==> src/rtl/ram_burst_master.sv <==
// ram_burst_master: burst initiator for a single-port RAM with asynchronous
// read and level-sensitive write. Write beats are framed as setup / strobe /
// hold so that address and data never move next to a write-enable pulse.
// Optional readback verification is enabled by defining
// RAM_BURST_MASTER_VERIFY_EN (adds a WCHK cycle per write beat).
module ram_burst_master #(
  parameter int ADDR_W = 10,
  parameter int DATA_W = 8,
  parameter int LEN_W  = 10
) (
  input  logic              clk,
  input  logic              rst_n,
  input  logic              cmd_valid,
  output logic              cmd_ready,
  input  logic              cmd_wr,
  input  logic [ADDR_W-1:0] cmd_addr,
  input  logic [LEN_W-1:0]  cmd_len,
  input  logic              wdata_valid,
  output logic              wdata_ready,
  input  logic [DATA_W-1:0] wdata,
  output logic              rdata_valid,
  input  logic              rdata_ready,
  output logic [DATA_W-1:0] rdata,
  output logic              busy,
  output logic              done,
  output logic              ram_cs,
  output logic              ram_wr,
  output logic [ADDR_W-1:0] ram_addr,
  output logic [DATA_W-1:0] ram_wdata,
  input  logic [DATA_W-1:0] ram_rdata,
  output logic              verify_err,
  output logic [ADDR_W-1:0] verify_addr
);

  typedef enum logic [3:0] {
    S_IDLE,
    S_WWAIT,
    S_WSETUP,
    S_WSTROBE,
    S_WHOLD,
`ifdef RAM_BURST_MASTER_VERIFY_EN
    S_WCHK,
`endif
    S_RADDR,
    S_RVALID,
    S_DONE
  } state_t;

  state_t              state_q, state_d;
  logic [ADDR_W-1:0]   addr_q, addr_d;
  logic [LEN_W-1:0]    len_q, len_d;
  logic [LEN_W-1:0]    count_q, count_d;
  logic [DATA_W-1:0]   wdata_q, wdata_d;
  logic [DATA_W-1:0]   rdata_q, rdata_d;
  logic                rdata_valid_q, rdata_valid_d;
  logic                ram_cs_q, ram_cs_d;
  logic                ram_wr_q, ram_wr_d;
  logic                done_q, done_d;
`ifdef RAM_BURST_MASTER_VERIFY_EN
  logic                verify_err_q, verify_err_d;
  logic [ADDR_W-1:0]   verify_addr_q, verify_addr_d;
`endif

  logic last_beat;
  assign last_beat = (count_q == len_q);

  // Next-state, datapath updates, and the registered strobe values for the next cycle
  always_comb begin
    state_d       = state_q;
    addr_d        = addr_q;
    len_d         = len_q;
    count_d       = count_q;
    wdata_d       = wdata_q;
    rdata_d       = rdata_q;
    rdata_valid_d = rdata_valid_q;
`ifdef RAM_BURST_MASTER_VERIFY_EN
    verify_err_d  = verify_err_q;
    verify_addr_d = verify_addr_q;
`endif

    case (state_q)
      S_IDLE: begin
        if (cmd_valid) begin
          addr_d  = cmd_addr;
          len_d   = cmd_len;
          count_d = '0;
`ifdef RAM_BURST_MASTER_VERIFY_EN
          verify_err_d  = 1'b0;
          verify_addr_d = '0;
`endif
          state_d = cmd_wr ? S_WWAIT : S_RADDR;
        end
      end
      S_WWAIT: begin
        if (wdata_valid) begin
          wdata_d = wdata;
          state_d = S_WSETUP;
        end
      end
      S_WSETUP:  state_d = S_WSTROBE;
      S_WSTROBE: state_d = S_WHOLD;
      S_WHOLD: begin
`ifdef RAM_BURST_MASTER_VERIFY_EN
        state_d = S_WCHK;
`else
        if (last_beat) begin
          state_d = S_DONE;
        end else begin
          addr_d  = addr_q + ADDR_W'(1);
          count_d = count_q + LEN_W'(1);
          state_d = S_WWAIT;
        end
`endif
      end
`ifdef RAM_BURST_MASTER_VERIFY_EN
      S_WCHK: begin
        // Only the first mismatch since the last command is recorded
        if ((ram_rdata != wdata_q) && !verify_err_q) begin
          verify_err_d  = 1'b1;
          verify_addr_d = addr_q;
        end
        if (last_beat) begin
          state_d = S_DONE;
        end else begin
          addr_d  = addr_q + ADDR_W'(1);
          count_d = count_q + LEN_W'(1);
          state_d = S_WWAIT;
        end
      end
`endif
      S_RADDR: begin
        rdata_d       = ram_rdata;
        rdata_valid_d = 1'b1;
        state_d       = S_RVALID;
      end
      S_RVALID: begin
        if (rdata_ready) begin
          rdata_valid_d = 1'b0;
          if (last_beat) begin
            state_d = S_DONE;
          end else begin
            addr_d  = addr_q + ADDR_W'(1);
            count_d = count_q + LEN_W'(1);
            state_d = S_RADDR;
          end
        end
      end
      S_DONE:  state_d = S_IDLE;
      default: state_d = S_IDLE;
    endcase

    // RAM strobes and done are registered copies decoded from the next state
    ram_cs_d = (state_d == S_WSETUP) || (state_d == S_WSTROBE) ||
               (state_d == S_WHOLD)  || (state_d == S_RADDR)
`ifdef RAM_BURST_MASTER_VERIFY_EN
               || (state_d == S_WCHK)
`endif
               ;
    ram_wr_d = (state_d == S_WSTROBE);
    done_d   = (state_d == S_DONE);
  end

  // State and datapath registers; reset abandons any burst and drops ram_wr at once
  always_ff @(posedge clk or negedge rst_n) begin
    if (!rst_n) begin
      state_q       <= S_IDLE;
      addr_q        <= '0;
      len_q         <= '0;
      count_q       <= '0;
      wdata_q       <= '0;
      rdata_q       <= '0;
      rdata_valid_q <= 1'b0;
      ram_cs_q      <= 1'b0;
      ram_wr_q      <= 1'b0;
      done_q        <= 1'b0;
`ifdef RAM_BURST_MASTER_VERIFY_EN
      verify_err_q  <= 1'b0;
      verify_addr_q <= '0;
`endif
    end else begin
      state_q       <= state_d;
      addr_q        <= addr_d;
      len_q         <= len_d;
      count_q       <= count_d;
      wdata_q       <= wdata_d;
      rdata_q       <= rdata_d;
      rdata_valid_q <= rdata_valid_d;
      ram_cs_q      <= ram_cs_d;
      ram_wr_q      <= ram_wr_d;
      done_q        <= done_d;
`ifdef RAM_BURST_MASTER_VERIFY_EN
      verify_err_q  <= verify_err_d;
      verify_addr_q <= verify_addr_d;
`endif
    end
  end

  assign cmd_ready   = (state_q == S_IDLE);
  assign wdata_ready = (state_q == S_WWAIT);
  assign busy        = (state_q != S_IDLE);
  assign done        = done_q;
  assign rdata_valid = rdata_valid_q;
  assign rdata       = rdata_q;
  assign ram_cs      = ram_cs_q;
  assign ram_wr      = ram_wr_q;
  assign ram_addr    = addr_q;
  assign ram_wdata   = wdata_q;
`ifdef RAM_BURST_MASTER_VERIFY_EN
  assign verify_err  = verify_err_q;
  assign verify_addr = verify_addr_q;
`else
  assign verify_err  = 1'b0;
  assign verify_addr = '0;
`endif

endmodule

==> config.mk <==
export PLATFORM = sky130hd
export DESIGN_NAME = ram_burst_master
export DESIGN_NICKNAME = d
export VERILOG_FILES = /design/src/rtl/ram_burst_master.sv
export SDC_FILE = /design/constraint.sdc
export NUM_CORES = 1
export LEC_CHECK = 0
export BUFFER_PORTS_ARGS = -buffer_cell sky130_fd_sc_hd__buf_2
export CORE_AREA = 4 4 83 85
export CTS_BUF_LIST = sky130_fd_sc_hd__clkbuf_4 sky130_fd_sc_hd__clkbuf_8 sky130_fd_sc_hd__clkbuf_16
export CTS_CLUSTER_DIAMETER = 100
export CTS_CLUSTER_SIZE = 12
export DETAILED_ROUTE_END_ITERATION = 16
export DIE_AREA = 0 0 87 89
export GPL_ROUTABILITY_DRIVEN = 1
export HOLD_SLACK_MARGIN = 0.1
export PLACE_DENSITY = 0.76
export SETUP_SLACK_MARGIN = 0.4
export SLEW_MARGIN = 20
export SYNTH_ARGS = -nofsm -noshare
export SYNTH_HDL_FRONTEND = slang
export SYNTH_SLANG_ARGS = --single-unit
==> constraint.sdc <==
create_clock -name clk -period 2.1 [get_ports clk]
set_clock_uncertainty 0.15 [all_clocks]
set_input_delay 0.105 -clock clk [delete_from_list [all_inputs] [get_ports clk]]
set_output_delay 0.105 -clock clk [all_outputs]
set_load 0.005 [all_outputs]
# --- Word-level counts from Yosys, hierarchy flattened ---
# Cells that the tools add are included.
totals:
  ff_bits: 54
  in_bits: 42
op_classes:
  reduce_logical: 11
  add_sub_neg: 2
  n_eq_ne: 14
  mux: 17
ops:
  columns: ["op", "count"]
  rows:
  - ["10-bit 2-to-1 mux", 6]
  - ["10-bit case mux with 3 select lines", 2]
  - ["4-bit case mux with 7 select lines", 1]
  - ["4-bit by 3-bit == test with 1-bit output, second input constant", 6]
  - ["10-bit by 1-bit adder with 10-bit output, second input constant", 2]
  - ["4-bit by 2-bit == test with 1-bit output, second input constant", 4]
  - ["4-bit 2-to-1 mux", 3]
  - ["10-bit == test", 1]
  - ["3-bit 2-to-1 mux", 2]
  - ["2-bit AND reduction", 3]
  - ["4-bit by 1-bit == test with 1-bit output, second input constant", 1]
  - ["4-bit logical NOT", 1]
  - ["2-bit inequality test, second input constant", 2]
  - ["4-bit nonzero test", 1]
  - ["1-bit logical OR", 3]
  - ["3-bit AND reduction", 1]
  - ["3-bit nonzero test", 1]
  - ["2-bit 2-to-1 mux", 1]
  - ["1-bit case mux with 2 select lines", 1]
  - ["2-bit nonzero test", 1]
  - ["1-bit 2-to-1 mux", 1]

# --- Depth between registers and ports, before layout ---
# Gate-level depths: netlist (run 1).
logic_depth:
  depth_word: 8
  ltp_mapped: 8

# --- Worst setup path before layout (run 1) ---
# Ideal clock, no wire load.
synth_path:
  path_type: "register -> register"
  startpoint: "register state_q[1]"
  endpoint: "register count_q[9]"
  stages_incl_launch_ff: 7
  setup_time_ns: 0.078
  setup_slack_ns: 0.104
  arrival_ns: 1.767
  synth_period_minus_slack_ns: 1.996
  path_cell_list: "dfrtp_1 o21bai_1 a211oi_2 o31ai_1 buf_2 or4_1 a21oi_1"
synth_between:
  elab_chain_len: 3
  word_cells_on_any_way: 8
  cone_classes: "eq/ne (4); mux (1); reduce/logical (3)"
synth_rtl:
  columns: ["item", "line", "rtl"]
  rows:
  - ["from (decl)", "49", "state_t state_q, state_d;"]
  - ["from (signal assigned)", "181", "state_q <= state_d;"]
  - ["4-bit by 3-bit == test with 1-bit output or 4-bit logical NOT (tied branches)", "81", "case (state_q)"]
  - ["2-bit inequality test (no source line) or 3-bit nonzero test (tied branches)", null, null]
  - ["3-bit AND reduction (no source line)", null, null]
  - ["to (signal assigned)", "184", "count_q <= count_d;"]
  - ["to (decl)", "52", "logic [LEN_W-1:0] count_q, count_d;"]
# Several ways; a longest one is shown, not always the timed one.
# A chain may end at the register's enable or synchronous reset.

# --- Worst setup path after layout (run 1) ---
layout_path:
  startpoint: "register state_q[2]"
  endpoint: "register addr_q[1] (netlist: ram_addr[1])"
layout_between:
  elab_chain_len: 3
  word_cells_on_any_way: 8
  cone_classes: "eq/ne (4); mux (1); reduce/logical (3)"
layout_rtl:
  columns: ["item", "line", "rtl"]
  rows:
  - ["4-bit by 3-bit == test with 1-bit output or 4-bit logical NOT (tied branches)", "81", null]
  - ["2-bit inequality test (no source line) or 3-bit nonzero test (tied branches)", null, null]
  - ["3-bit AND reduction (no source line)", null, null]
  - ["to (signal assigned)", "182", "addr_q <= addr_d;"]
  - ["to (decl)", "50", "logic [ADDR_W-1:0] addr_q, addr_d;"]
# Several ways; a longest one is shown, not always the timed one.

==> run_summary.xml, run 1 <==
<?xml version="1.0" encoding="UTF-8"?>
<metrics>
  <group name="logic_synthesis">
    <metric name="syn_area_per_cell" unit="sq um">9.671</metric>
    <metric name="synth_most_common_cell" unit="">dfrtp_1</metric>
    <metric name="synthesis.instances" unit="">288</metric>
    <metric name="synth-seq-cells" unit="">54</metric>
    <metric name="synth_top_cells_by_count" unit="">dfrtp_1, nand2_1, mux2_2</metric>
    <metric name="dominantRegCellSynth" unit="">dfrtp_1</metric>
    <metric name="post-synth-top-area-fraction" unit="%">48.52</metric>
    <metric name="synth_area" unit="sq um">2785</metric>
    <metric name="yosysWarnings" unit="">0</metric>
    <metric name="synth-edff-count" unit="">0</metric>
    <metric name="yosysTopAreaCell" unit="">dfrtp_1</metric>
    <metric name="ys_top_cells_by_area" unit="">dfrtp_1, mux2_2, nand2_1, xnor2_1, buf_4</metric>
    <metric name="synth_sequential_area_ratio" unit="%">48.52</metric>
    <metric name="synth_cell_type_count" unit="">49</metric>
    <metric name="synth-async-reset-ratio" unit="%">100.0</metric>
  </group>
  <group name="layout">
    <metric name="drive_above_1_share" unit="%">45.39</metric>
    <metric name="insertedDiodeCount" unit="">0</metric>
    <metric name="fin_nets" unit="">488</metric>
    <metric name="synthesis_to_finish_area_growth" unit="%">58.67</metric>
  </group>
  <group name="sta">
    <metric name="report.final.slew_viol_count" unit="">0</metric>
    <metric name="fin_crit_sh" unit="%">97.32</metric>
    <metric name="worst_hold_slack" unit="ns">0.1518</metric>
    <metric name="timing.final.hold_violations" unit="">0</metric>
    <metric name="slew_headroom" unit="%">59.68</metric>
    <metric name="highest_clock_rate" unit="MHz">489.3</metric>
    <metric name="timing_worst_slew_pin_value" unit="ns">0.6047</metric>
    <metric name="rsz0062_at_grt" unit="">true</metric>
    <metric name="period_minus_slack" unit="ns">2.044</metric>
    <metric name="report.final.setup_viol" unit="">0</metric>
  </group>
  <group name="setup_path">
    <metric name="rr_endpoint" unit="">ram_addr[1]</metric>
    <metric name="worstSetupEndpointType" unit="">flop</metric>
    <metric name="max_stage_delay" unit="ns">0.49</metric>
    <metric name="critical_path.cell_chain" unit="">buf_6 -&gt; buf_6 -&gt; nor4_4 -&gt; nand2_4 -&gt; a21oi_4 -&gt; mux2_4</metric>
    <metric name="crit_required" unit="ns">2.16</metric>
    <metric name="worst-path-buf-inv" unit="">2</metric>
    <metric name="setup.worst_path.start" unit="">state_q[2]</metric>
    <metric name="timing.reg2reg.worst_path_depth" unit="">6</metric>
    <metric name="r2r_start" unit="">state_q[2]</metric>
    <metric name="cp_top_family" unit="">simple AND/OR/NAND/NOR gates</metric>
    <metric name="slowest_stage" unit="">dfrtp_2</metric>
    <metric name="timing_worst_setup_path_type" unit="">flop to flop</metric>
    <metric name="cp.arrival" unit="ns">2.11</metric>
    <metric name="worst-r2r-setup-slack" unit="ns">0.06</metric>
    <metric name="crit_fanout" unit="">8</metric>
    <metric name="path_common_cell" unit="">buf_6</metric>
    <metric name="cp-start-kind" unit="">flop</metric>
  </group>
  <group name="floorplanning">
    <metric name="io_pins" unit="">86</metric>
    <metric name="dieArea" unit="sq um">7743</metric>
    <metric name="start_util" unit="%">44.89</metric>
    <metric name="site_rows" unit="">29</metric>
    <metric name="fp.coreArea" unit="sq um">6205</metric>
    <metric name="dieHeight" unit="um">89</metric>
    <metric name="floorplan.die.width" unit="um">87</metric>
  </group>
  <group name="global_routing">
    <metric name="grt_remaining_overflow" unit="">0</metric>
    <metric name="grt_max_degree" unit="">32</metric>
    <metric name="groute.usage.overall" unit="%">21.88</metric>
    <metric name="grt_first_pass_wirelength" unit="mm">13.36</metric>
    <metric name="grt_antenna_before_repair" unit="">0</metric>
    <metric name="number_of_global_route_vias_before_repair" unit="">2739</metric>
  </group>
  <group name="cts">
    <metric name="htree_levels" unit="">2</metric>
    <metric name="cts-buffers-inserted" unit="">5</metric>
    <metric name="cts.clk_slew.worst_paths" unit="ns">0.11</metric>
    <metric name="cts_tree" unit="">built</metric>
    <metric name="clkLatencyLatePin" unit="ns">0.33</metric>
    <metric name="clock-sinks" unit="">54</metric>
    <metric name="cts_root_buf" unit="">clkbuf_8</metric>
    <metric name="cts-root-to-sink-buffers" unit="">2</metric>
  </group>
  <group name="route">
    <metric name="detailedRoute.firstPassIterationCount" unit="">4</metric>
    <metric name="wirelength_per_cell" unit="um">18.18</metric>
    <metric name="vias" unit="">2940</metric>
    <metric name="antenna_violating_nets_post_route" unit="">0</metric>
    <metric name="detailedRoute.firstIterationViolations" unit="">223</metric>
    <metric name="drt_drc_violations_left" unit="">0</metric>
    <metric name="drt-total-wl" unit="mm">9.492</metric>
    <metric name="detail_route.vias_per_cell" unit="">5.632</metric>
  </group>
  <group name="power">
    <metric name="p_int" unit="mW">2.663</metric>
    <metric name="power_frac_seq" unit="%">41.0</metric>
    <metric name="p_clk_share" unit="%">15.0</metric>
    <metric name="power.share.combinational" unit="%">44.0</metric>
    <metric name="total_leakage_power" unit="nW">2.080</metric>
    <metric name="vdd.ir_drop.worst" unit="V">0.0006164</metric>
    <metric name="power.density_cell_area" unit="nW/um^2">970.2</metric>
    <metric name="netSwitchingFraction" unit="%">37.88</metric>
    <metric name="finalPower" unit="mW">4.288</metric>
    <metric name="p_switching" unit="mW">1.624</metric>
  </group>
  <group name="min_path">
    <metric name="min_path_type" unit="">primary input to asynchronous set/reset pin</metric>
  </group>
  <group name="run_status">
    <metric name="run_status" unit="">finished clean</metric>
  </group>
  <group name="placed_design">
    <metric name="place_hpwl" unit="mm">5.035</metric>
    <metric name="buffer_ports.inserted" unit="">74</metric>
    <metric name="gp_routability_congestion" unit="">0.9692</metric>
  </group>
  <group name="job">
    <metric name="drv_cap" unit="">0</metric>
  </group>
</metrics>
-- cell type report --
type	count	area [sq um]
multi-input cells	214	1565
well taps	77	96.34
inverters	7	26.28
repair buffers	162	1280
flip-flops and latches	54	1355
fillers	410	1785
clock buffers	5	68.82
clock inverters	3	27.53
-- layout by cell type, fill, tap and decap left out, types with 3 or more instances in the layout --
cell and n:
buf_2 72, dfrtp_1 51, dlygate4sd3_1 38, nand2_1 35, buf_4 28, buf_6 17, mux2_2 16, nor2_1 15
nand3_1 13, conb_1 12, nand2_2 11, xnor2_1 10, a21oi_1 8, o21ai_0 7, inv_1 6, o21ai_1 5
nand4_1 5, or4_1 5, clkbuf_8 5, o211ai_1 4, buf_12 4, a31oi_1 3, nand2_4 3, nor3_2 3
and3_1 3, a21oi_2 3, dfrtp_2 3
-- sequential cells by signal (all words and copies together) (netlist names) --
name,cells
done,1
len_q,10
state_q,4
ram_wr,1
ram_addr,10
ram_wdata,8
ram_cs,1
count_q,10
rdata,8
rdata_valid,1
-- worst max path at each step --
stage	slack [ns]	cells after the start	end
finish	0.06	6	ram_addr[1]
global route	-0.01	6	ram_addr[1]
CTS	0.18	6	count_q[8]
detailed placement	0.04	5	ram_addr[7]
global placement	0.09	5	ram_addr[7]
floorplan	0.20	6	count_q[9]
-- repair_timing --
item	4_1_cts	5_1_grt
hold endpoints to repair	93	0
hold buffers	38	0
gates resized for setup	28	46
endpoints found under the setup margin	52	54
pin swaps	14	19
buffers inserted	23	10
cloned	1	0
-- through the flow --
step | util (%) | TNS (ns) | instance area, sq um | instances | setup WS (ns)
after floorplan | - | 0 | 2943 | 299 | 0.1952
after global placement | 54.08 | 0 | 3356 | 442 | 0.09060
after detailed placement | 54.08 | 0 | 3356 | 442 | 0.03774
after CTS | 67.33 | 0 | 4178 | 512 | 0.1791
after global routing | 71.22 | -0.01949 | 4419 | 522 | -0.01074
final | 71.22 | 0 | 4419 | 522 | 0.05634
-- logic make-up (layout without fill, tap and decap cells) --
| kind of cell | count (synthesis) | count (layout) | synth area share (%) |
|---|---|---|---|
| buffers and inverters | 31 | 177 | 5.930 |
| adders and majority gates | 2 | 2 | 0.8983 |
| xor gates and xnor gates | 11 | 11 | 3.459 |
| DFF | 54 | 54 | 48.52 |
| and+or+nand+nor | 114 | 114 | 20.22 |
| muxes | 18 | 18 | 7.233 |
| other | 1 | 12 | 0.1346 |
| AOI/OAI and AO/OA | 57 | 57 | 13.61 |
-- routing by layer --
layer  vias up  global-route usage, %  share of wire, %
met1      1422                  28.68                39
met4         0                  8.924               4.3
li1       1316                      -                 -
met3        42                  4.240               7.6
met2       160                  35.75                49
met5         -                      0                 0
-- power by group through the flow --
stage / logic (mW) / registers [mW] / clock network [mW]
finish: 1.89 / 1.76 / 0.643
floorplan: 0.845 / 1.72 / 0
global placement: 1.31 / 1.74 / 0
detailed placement: 1.35 / 1.77 / 0
CTS: 1.67 / 1.73 / 0.641
global route: 2.04 / 1.81 / 0.675
(Power assumes the default switching activity.)
==> run 2: changes to the inputs <==
--- a/config.mk
+++ b/config.mk
@@ -5,16 +5,16 @@
 export SDC_FILE = /design/constraint.sdc
 export NUM_CORES = 1
 export LEC_CHECK = 0
-export BUFFER_PORTS_ARGS = -buffer_cell sky130_fd_sc_hd__buf_2
-export CORE_AREA = 4 4 83 85
+export CORE_AREA = 4 4 75 77
 export CTS_BUF_LIST = sky130_fd_sc_hd__clkbuf_4 sky130_fd_sc_hd__clkbuf_8 sky130_fd_sc_hd__clkbuf_16
 export CTS_CLUSTER_DIAMETER = 100
 export CTS_CLUSTER_SIZE = 12
 export DETAILED_ROUTE_END_ITERATION = 16
-export DIE_AREA = 0 0 87 89
+export DIE_AREA = 0 0 79 81
+export DONT_BUFFER_PORTS = 1
 export GPL_ROUTABILITY_DRIVEN = 1
 export HOLD_SLACK_MARGIN = 0.1
-export PLACE_DENSITY = 0.76
+export PLACE_DENSITY = 0.75
 export SETUP_SLACK_MARGIN = 0.4
 export SLEW_MARGIN = 20
 export SYNTH_ARGS = -nofsm -noshare
==> run 2 against run 1 <==
- maximum frequency increased by 0.27%
- highest routed layer unchanged
- die area decreased by 17%
- worst setup slack improved by 0.0054 ns
- critical path type unchanged
==> run_summary.xml, run 2 (synthesis gave the netlist of run 1 again) <==
<?xml version="1.0" encoding="UTF-8"?>
<metrics>
  <group name="run_status">
    <metric name="run_status" unit="">finished clean</metric>
  </group>
  <group name="layout">
    <metric name="layout.area.seq" unit="sq um">1358</metric>
    <metric name="fill_cells" unit="">251</metric>
    <metric name="layout_common_cells" unit="">dfrtp_1, buf_4, dlygate4sd3_1</metric>
    <metric name="multi_input_comb_area" unit="sq um">1649</metric>
    <metric name="insertedDiodeCount" unit="">0</metric>
    <metric name="fin_nets" unit="">428</metric>
    <metric name="drive_above_1_share" unit="%">39.22</metric>
    <metric name="synthesis_to_finish_area_growth" unit="%">51.39</metric>
    <metric name="final_design_area_no_fill" unit="sq um">4217</metric>
    <metric name="commonest_non_fill_non_tap_cell_in_the_layout" unit="">dfrtp_1</metric>
  </group>
  <group name="power">
    <metric name="total_leakage_power" unit="nW">1.867</metric>
    <metric name="netSwitchingFraction" unit="%">38.41</metric>
    <metric name="finalPower" unit="mW">4.122</metric>
    <metric name="vdd.ir_drop.worst" unit="V">0.0007319</metric>
    <metric name="p_int" unit="mW">2.539</metric>
    <metric name="p_clk_share" unit="%">14.6</metric>
    <metric name="power.density_cell_area" unit="nW/um^2">977.5</metric>
    <metric name="power_frac_seq" unit="%">45.2</metric>
    <metric name="power.share.combinational" unit="%">40.2</metric>
    <metric name="p_switching" unit="mW">1.583</metric>
  </group>
  <group name="placed_design">
    <metric name="place_hpwl" unit="mm">4.476</metric>
    <metric name="buffer_ports.inserted" unit="">0</metric>
    <metric name="gp_routability_congestion" unit="">0.8870</metric>
    <metric name="pre_cts_slack" unit="ns">0.01632</metric>
    <metric name="placed_cell_area" unit="sq um">2992</metric>
  </group>
  <group name="sta">
    <metric name="period_minus_slack" unit="ns">2.038</metric>
    <metric name="setup_tns" unit="ns">0</metric>
    <metric name="timing.final.hold_violations" unit="">0</metric>
    <metric name="setup_ws_post_layout" unit="ns">0.06177</metric>
    <metric name="highest_clock_rate" unit="MHz">490.6</metric>
    <metric name="worst_hold_slack" unit="ns">0.1472</metric>
    <metric name="report.final.setup_viol" unit="">0</metric>
    <metric name="fin_crit_sh" unit="%">97.06</metric>
    <metric name="rsz0062_at_grt" unit="">true</metric>
    <metric name="report.final.slew_viol_count" unit="">0</metric>
  </group>
  <group name="global_routing">
    <metric name="grt_remaining_overflow" unit="">0</metric>
    <metric name="grt_max_degree" unit="">55</metric>
    <metric name="groute.usage.overall" unit="%">25.73</metric>
    <metric name="grt_first_pass_wirelength" unit="mm">12.90</metric>
    <metric name="grt_antenna_before_repair" unit="">0</metric>
    <metric name="number_of_global_route_vias_before_repair" unit="">2594</metric>
  </group>
  <group name="cts">
    <metric name="cts_tree" unit="">built</metric>
    <metric name="cts_root_buf" unit="">clkbuf_8</metric>
    <metric name="cts.clk_slew.worst_paths" unit="ns">0.11</metric>
    <metric name="htree_levels" unit="">2</metric>
    <metric name="cts-root-to-sink-buffers" unit="">2</metric>
    <metric name="cts-buffers-inserted" unit="">5</metric>
    <metric name="clkLatencyLatePin" unit="ns">0.32</metric>
    <metric name="clock-sinks" unit="">54</metric>
  </group>
  <group name="setup_path">
    <metric name="timing.reg2reg.worst_path_depth" unit="">6</metric>
    <metric name="worst_setup_path_endpoint" unit="">count_q[9]</metric>
    <metric name="crit_fanout" unit="">8</metric>
    <metric name="crit_required" unit="ns">2.19</metric>
    <metric name="slowest_stage" unit="">dfrtp_2</metric>
    <metric name="setup.worst_path.start" unit="">state_q[2]</metric>
    <metric name="cp.arrival" unit="ns">2.13</metric>
    <metric name="r2r_start" unit="">state_q[2]</metric>
    <metric name="timing_worst_setup_path_type" unit="">flop to flop</metric>
    <metric name="max_stage_delay" unit="ns">0.48</metric>
    <metric name="worstSetupEndpointType" unit="">flop</metric>
    <metric name="cp-start-kind" unit="">flop</metric>
    <metric name="rr_endpoint" unit="">count_q[9]</metric>
    <metric name="critical_path.cell_chain" unit="">nand2_2 -&gt; a211oi_4 -&gt; o31ai_4 -&gt; buf_6 -&gt; or4_1 -&gt; a21oi_1</metric>
    <metric name="worst-r2r-setup-slack" unit="ns">0.06</metric>
  </group>
  <group name="floorplanning">
    <metric name="start_util" unit="%">55.59</metric>
    <metric name="site_rows" unit="">26</metric>
    <metric name="dieHeight" unit="um">81</metric>
    <metric name="fp.coreArea" unit="sq um">5010</metric>
    <metric name="floorplan.die.width" unit="um">79</metric>
    <metric name="io_pins" unit="">86</metric>
    <metric name="dieArea" unit="sq um">6399</metric>
  </group>
  <group name="min_path">
    <metric name="min_path_type" unit="">primary input to asynchronous set/reset pin</metric>
  </group>
  <group name="route">
    <metric name="wirelength_per_cell" unit="um">19.24</metric>
    <metric name="detail_route.vias_per_cell" unit="">5.914</metric>
    <metric name="drt_drc_violations_left" unit="">0</metric>
    <metric name="detailedRoute.firstPassIterationCount" unit="">5</metric>
    <metric name="detailedRoute.firstIterationViolations" unit="">289</metric>
    <metric name="vias" unit="">2691</metric>
    <metric name="drt-total-wl" unit="mm">8.753</metric>
    <metric name="antenna_violating_nets_post_route" unit="">0</metric>
  </group>
  <group name="job">
    <metric name="drv_cap" unit="">0</metric>
  </group>
</metrics>
run 2: cell types whose count changed in the layout (fill, tap and decap cells not counted), sizes merged:
cell	previous run	this run
buf	124	61
dlygate4sd3	38	40
inv	9	7
clkbuf	5	6
clkinvlp	1	2
nand2	49	50
run 2: final cells by class:
| type | instances | area share [%] |
|---|---|---|
| clock buffers | 6 | 1.810 |
| clock inverters | 2 | 0.3561 |
| inverters | 7 | 0.6231 |
| multi-input cells | 215 | 39.11 |
| flip-flops and latches | 54 | 32.20 |
| well taps | 70 | 2.077 |
| repair buffers | 101 | 23.83 |
run 2: layer usage:
layer  wire length [um]  GRT usage, %
met5                  0             0
met4                315         8.763
met3                593         4.545
met2               4598         45.71
met1               3246         31.71
run 2: power groups by stage:
stage,Clock (mW),Combinational [mW],Sequential [mW]
floorplan,0,0.845,1.72
global placement,0,0.958,1.83
detailed placement,0,0.984,1.85
CTS,0.608,1.34,1.83
global route,0.642,1.78,1.92
finish,0.600,1.66,1.86
run 2: what timing repair did:
action	4_1_cts	5_1_grt
hold endpoints to repair	98	0
buffers inserted	31	9
gates cloned	3	0
hold buffers	41	0
endpoints found under the setup margin	51	53
resized for setup	44	42
pin swaps	27	16
run 2: critical path: cells and delay by family (launching register included):
| kind | cells | cell delay [ns] |
|---|---|---|
| and+or+nand+nor | 2 | 0.59 |
| AOI/OAI and AO/OA | 3 | 0.59 |
| buffers and inverters | 1 | 0.15 |
| DFF | 1 | 0.48 |
run 2: how the worst min path moves through the flow:
stage,from,endpoint,slack [ns],cells after the start
2_1_floorplan,rst_n,count_q[0],-0.34,0
3_3_place_gp,rst_n,ram_addr[4],-0.34,0
3_5_place_dp,rst_n,ram_addr[5],-0.34,0
4_1_cts,cmd_wr,ram_cs,0.10,4
5_1_grt,rst_n,ram_addr[3],0.18,2
6_report,rst_n,ram_addr[3],0.15,2
run 2: stage by stage:
step                utilization, %  instances
floorplan                        -        299
finish                       84.17        455
CTS                          79.22        446
global route                 84.17        455
detailed placement           59.72        363
global placement             59.72        363
==> run 3: changes to the inputs <==
--- a/config.mk
+++ b/config.mk
@@ -5,12 +5,13 @@
 export SDC_FILE = /design/constraint.sdc
 export NUM_CORES = 1
 export LEC_CHECK = 0
-export CORE_AREA = 4 4 75 77
+export ABC_AREA = 1
+export CORE_AREA = 2 2 75 77
 export CTS_BUF_LIST = sky130_fd_sc_hd__clkbuf_4 sky130_fd_sc_hd__clkbuf_8 sky130_fd_sc_hd__clkbuf_16
 export CTS_CLUSTER_DIAMETER = 100
 export CTS_CLUSTER_SIZE = 12
 export DETAILED_ROUTE_END_ITERATION = 16
-export DIE_AREA = 0 0 79 81
+export DIE_AREA = 0 0 77 79
 export DONT_BUFFER_PORTS = 1
 export GPL_ROUTABILITY_DRIVEN = 1
 export HOLD_SLACK_MARGIN = 0.1
==> run 3 against run 2 <==
- sequential share of layout area grew 2.9 points
- first-iteration DRC count shrank 24%
- power grew 4.1%
- worst setup slack improved by 0.27 ns
- routed wire length decreased by 13%
- global-route usage down 1.6 points
- cell count is 9.9% higher
- clock power rose by 44%
- highest routed layer unchanged
==> run_summary.xml, run 3 <==
<?xml version="1.0" encoding="UTF-8"?>
<metrics>
  <group name="global_routing">
    <metric name="number_of_global_route_vias_before_repair" unit="">2506</metric>
    <metric name="groute.usage.overall" unit="%">24.16</metric>
    <metric name="grt_max_degree" unit="">55</metric>
    <metric name="grt_first_pass_wirelength" unit="mm">11.67</metric>
    <metric name="grt_remaining_overflow" unit="">0</metric>
    <metric name="grt_antenna_before_repair" unit="">0</metric>
  </group>
  <group name="power">
    <metric name="p_int" unit="mW">2.642</metric>
    <metric name="p_switching" unit="mW">1.650</metric>
    <metric name="total_leakage_power" unit="nW">1.928</metric>
    <metric name="vdd.ir_drop.worst" unit="V">0.0009572</metric>
    <metric name="power_frac_seq" unit="%">43.7</metric>
    <metric name="power.share.combinational" unit="%">36.2</metric>
    <metric name="p_clk_share" unit="%">20.1</metric>
    <metric name="finalPower" unit="mW">4.292</metric>
    <metric name="netSwitchingFraction" unit="%">38.44</metric>
    <metric name="power.density_cell_area" unit="nW/um^2">1102</metric>
  </group>
  <group name="logic_synthesis">
    <metric name="synth_sequential_area_ratio" unit="%">45.84</metric>
    <metric name="synth-seq-cells" unit="">54</metric>
    <metric name="synth-edff-count" unit="">0</metric>
    <metric name="ys_top_cells_by_area" unit="">dfrtp_1, nand2_1, nand3_1, mux2_2, inv_1</metric>
    <metric name="synth_most_common_cell" unit="">nand2_1</metric>
    <metric name="synth_area" unit="sq um">2948</metric>
    <metric name="syn_area_per_cell" unit="sq um">8.054</metric>
    <metric name="synth_cell_type_count" unit="">30</metric>
    <metric name="dominantRegCellSynth" unit="">dfrtp_1</metric>
    <metric name="synth_top_cells_by_count" unit="">nand2_1, dfrtp_1, nand3_1</metric>
    <metric name="yosysTopAreaCell" unit="">dfrtp_1</metric>
    <metric name="synth-async-reset-ratio" unit="%">100.0</metric>
    <metric name="post-synth-top-area-fraction" unit="%">45.84</metric>
    <metric name="yosysWarnings" unit="">0</metric>
    <metric name="synthesis.instances" unit="">366</metric>
  </group>
  <group name="setup_path">
    <metric name="worst-r2r-setup-slack" unit="ns">0.34</metric>
    <metric name="path_common_cell" unit="">nand2_1</metric>
    <metric name="cp-start-kind" unit="">flop</metric>
    <metric name="timing_worst_setup_path_type" unit="">flop to flop</metric>
    <metric name="r2r_start" unit="">count_q[2]</metric>
    <metric name="crit_fanout" unit="">8</metric>
    <metric name="critical_path.cell_chain" unit="">xnor2_1 -&gt; nand2_1 -&gt; nor2_4 -&gt; nand2_4 -&gt; nand2_8 -&gt; nand2_4 -&gt; nand2_1 -&gt; nand2_1</metric>
    <metric name="timing.reg2reg.worst_path_depth" unit="">8</metric>
    <metric name="max_stage_delay" unit="ns">0.48</metric>
    <metric name="rr_endpoint" unit="">count_q[3]</metric>
    <metric name="worstSetupEndpointType" unit="">flop</metric>
    <metric name="slowest_stage" unit="">dfrtp_2</metric>
    <metric name="cp.arrival" unit="ns">1.81</metric>
    <metric name="crit_required" unit="ns">2.15</metric>
  </group>
  <group name="placed_design">
    <metric name="gp_routability_congestion" unit="">0.8582</metric>
    <metric name="place_hpwl" unit="mm">4.224</metric>
    <metric name="buffer_ports.inserted" unit="">0</metric>
  </group>
  <group name="layout">
    <metric name="synthesis_to_finish_area_growth" unit="%">32.17</metric>
    <metric name="drive_above_1_share" unit="%">24.07</metric>
    <metric name="commonest_non_fill_non_tap_cell_in_the_layout" unit="">nand2_1</metric>
    <metric name="layout_common_cells" unit="">nand2_1, dfrtp_1, dlygate4sd3_1</metric>
    <metric name="insertedDiodeCount" unit="">0</metric>
    <metric name="fin_nets" unit="">471</metric>
  </group>
  <group name="sta">
    <metric name="timing.final.hold_violations" unit="">0</metric>
    <metric name="report.final.slew_viol_count" unit="">0</metric>
    <metric name="period_minus_slack" unit="ns">1.764</metric>
    <metric name="highest_clock_rate" unit="MHz">566.9</metric>
    <metric name="setup_tns" unit="ns">0</metric>
    <metric name="rsz0062_at_grt" unit="">true</metric>
    <metric name="fin_crit_sh" unit="%">84.00</metric>
    <metric name="report.final.setup_viol" unit="">0</metric>
  </group>
  <group name="cts">
    <metric name="cts-root-to-sink-buffers" unit="">2</metric>
    <metric name="clock-sinks" unit="">54</metric>
    <metric name="htree_levels" unit="">2</metric>
    <metric name="clkLatencyLatePin" unit="ns">0.31</metric>
    <metric name="cts.clk_slew.worst_paths" unit="ns">0.11</metric>
    <metric name="cts-buffers-inserted" unit="">5</metric>
    <metric name="cts_tree" unit="">built</metric>
    <metric name="cts_root_buf" unit="">clkbuf_8</metric>
  </group>
  <group name="route">
    <metric name="drt_drc_violations_left" unit="">0</metric>
    <metric name="detail_route.vias_per_cell" unit="">5.392</metric>
    <metric name="detailedRoute.firstPassIterationCount" unit="">4</metric>
    <metric name="vias" unit="">2696</metric>
    <metric name="drt-total-wl" unit="mm">7.623</metric>
    <metric name="antenna_violating_nets_post_route" unit="">0</metric>
    <metric name="detailedRoute.firstIterationViolations" unit="">219</metric>
    <metric name="wirelength_per_cell" unit="um">15.25</metric>
  </group>
  <group name="floorplanning">
    <metric name="site_rows" unit="">27</metric>
    <metric name="io_pins" unit="">86</metric>
    <metric name="start_util" unit="%">55.23</metric>
    <metric name="fp.coreArea" unit="sq um">5338</metric>
    <metric name="dieHeight" unit="um">79</metric>
    <metric name="dieArea" unit="sq um">6083</metric>
    <metric name="floorplan.die.width" unit="um">77</metric>
  </group>
  <group name="run_status">
    <metric name="run_status" unit="">finished clean</metric>
  </group>
  <group name="min_path">
    <metric name="min_path_type" unit="">primary input to asynchronous set/reset pin</metric>
  </group>
  <group name="job">
    <metric name="drv_cap" unit="">0</metric>
  </group>
</metrics>
## run 3: routing by layer
metal | GRT usage [%] | up-vias | part of all wire, %
li1 | - | 1259 | -
met2 | 40.35 | 137 | 51
met5 | 0 | - | 0
met3 | 5.682 | 28 | 8.9
met4 | 9.464 | 0 | 3.5
met1 | 30.67 | 1272 | 36
## run 3: worst max-delay path by stage
| stage | endpoint | from | slack (ns) | cells after the start |
|---|---|---|---|---|
| after global routing | count_q[3] | state_q[3] | 0.25 | 9 |
| final | count_q[3] | count_q[2] | 0.34 | 8 |
| after floorplan | count_q[5] | state_q[2] | 0.48 | 8 |
| after CTS | count_q[9] | count_q[5] | 0.40 | 8 |
| after global placement | count_q[7] | state_q[3] | 0.25 | 10 |
| after detailed placement | count_q[7] | count_q[0] | 0.22 | 8 |
## run 3: kinds of logic after synthesis
| kind of cell | after synthesis | share of synthesized area, % |
|---|---|---|
| buffers and inverters | 61 | 10.40 |
| AOI/OAI and AO/OA | 15 | 2.717 |
| xor gates and xnor gates | 11 | 3.268 |
| adders and majority gates | 2 | 0.8488 |
| DFF | 54 | 45.84 |
| other | 1 | 0.1272 |
| muxes | 16 | 6.112 |
| and+or+nand+nor | 206 | 30.69 |
## run 3: final cells by class
type                            count  area [sq um]
Clock buffer                        6         82.58
Inverter                           35         136.4
Sequential cell                    54          1368
Multi-Input combinational cell    266          1538
Timing Repair Buffer               65         621.8
Fill cell                         390          1441
Clock inverter                      2         60.06
Tap cell                           72         90.09
## run 3: critical path: cells and delay by family, from the launching register on
kind,cells,cell delay (ns)
and+or+nand+nor,7,0.83
DFF,1,0.48
xor gates and xnor gates,1,0.17
## run 3: per-stage QoR
step | area [sq um] | hold WS [ns] | std cells | setup WS (ns) | util (%)
floorplan | 2989 | -0.3406 | 377 | 0.4823 | -
global placement | 2934 | -0.3387 | 427 | 0.2535 | 54.97
detailed placement | 2934 | -0.3389 | 427 | 0.2213 | 54.97
CTS | 3641 | 0.1516 | 483 | 0.4028 | 68.21
global route | 3896 | 0.1633 | 500 | 0.2512 | 73.00
finish | 3896 | 0.1379 | 500 | 0.3359 | 73.00
## run 3: power groups by stage
| stage | Sequential, mW | Combinational [mW] | Clock [mW] |
|---|---|---|---|
| detailed placement | 1.83 | 1.06 | 0 |
| floorplan | 1.72 | 0.943 | 0 |
| global placement | 1.82 | 1.01 | 0 |
| global route | 1.93 | 1.71 | 0.911 |
| CTS | 1.83 | 1.26 | 0.865 |
| finish | 1.88 | 1.55 | 0.863 |
## run 3: timing repair
action / in CTS / in global routing
gates cloned: 1 / 3
pin swaps: 2 / 15
setup endpoints to repair: 23 / 29
hold endpoints to repair: 96 / 0
hold buffers: 42 / 0
resized for setup: 21 / 35
setup buffers: 5 / 14
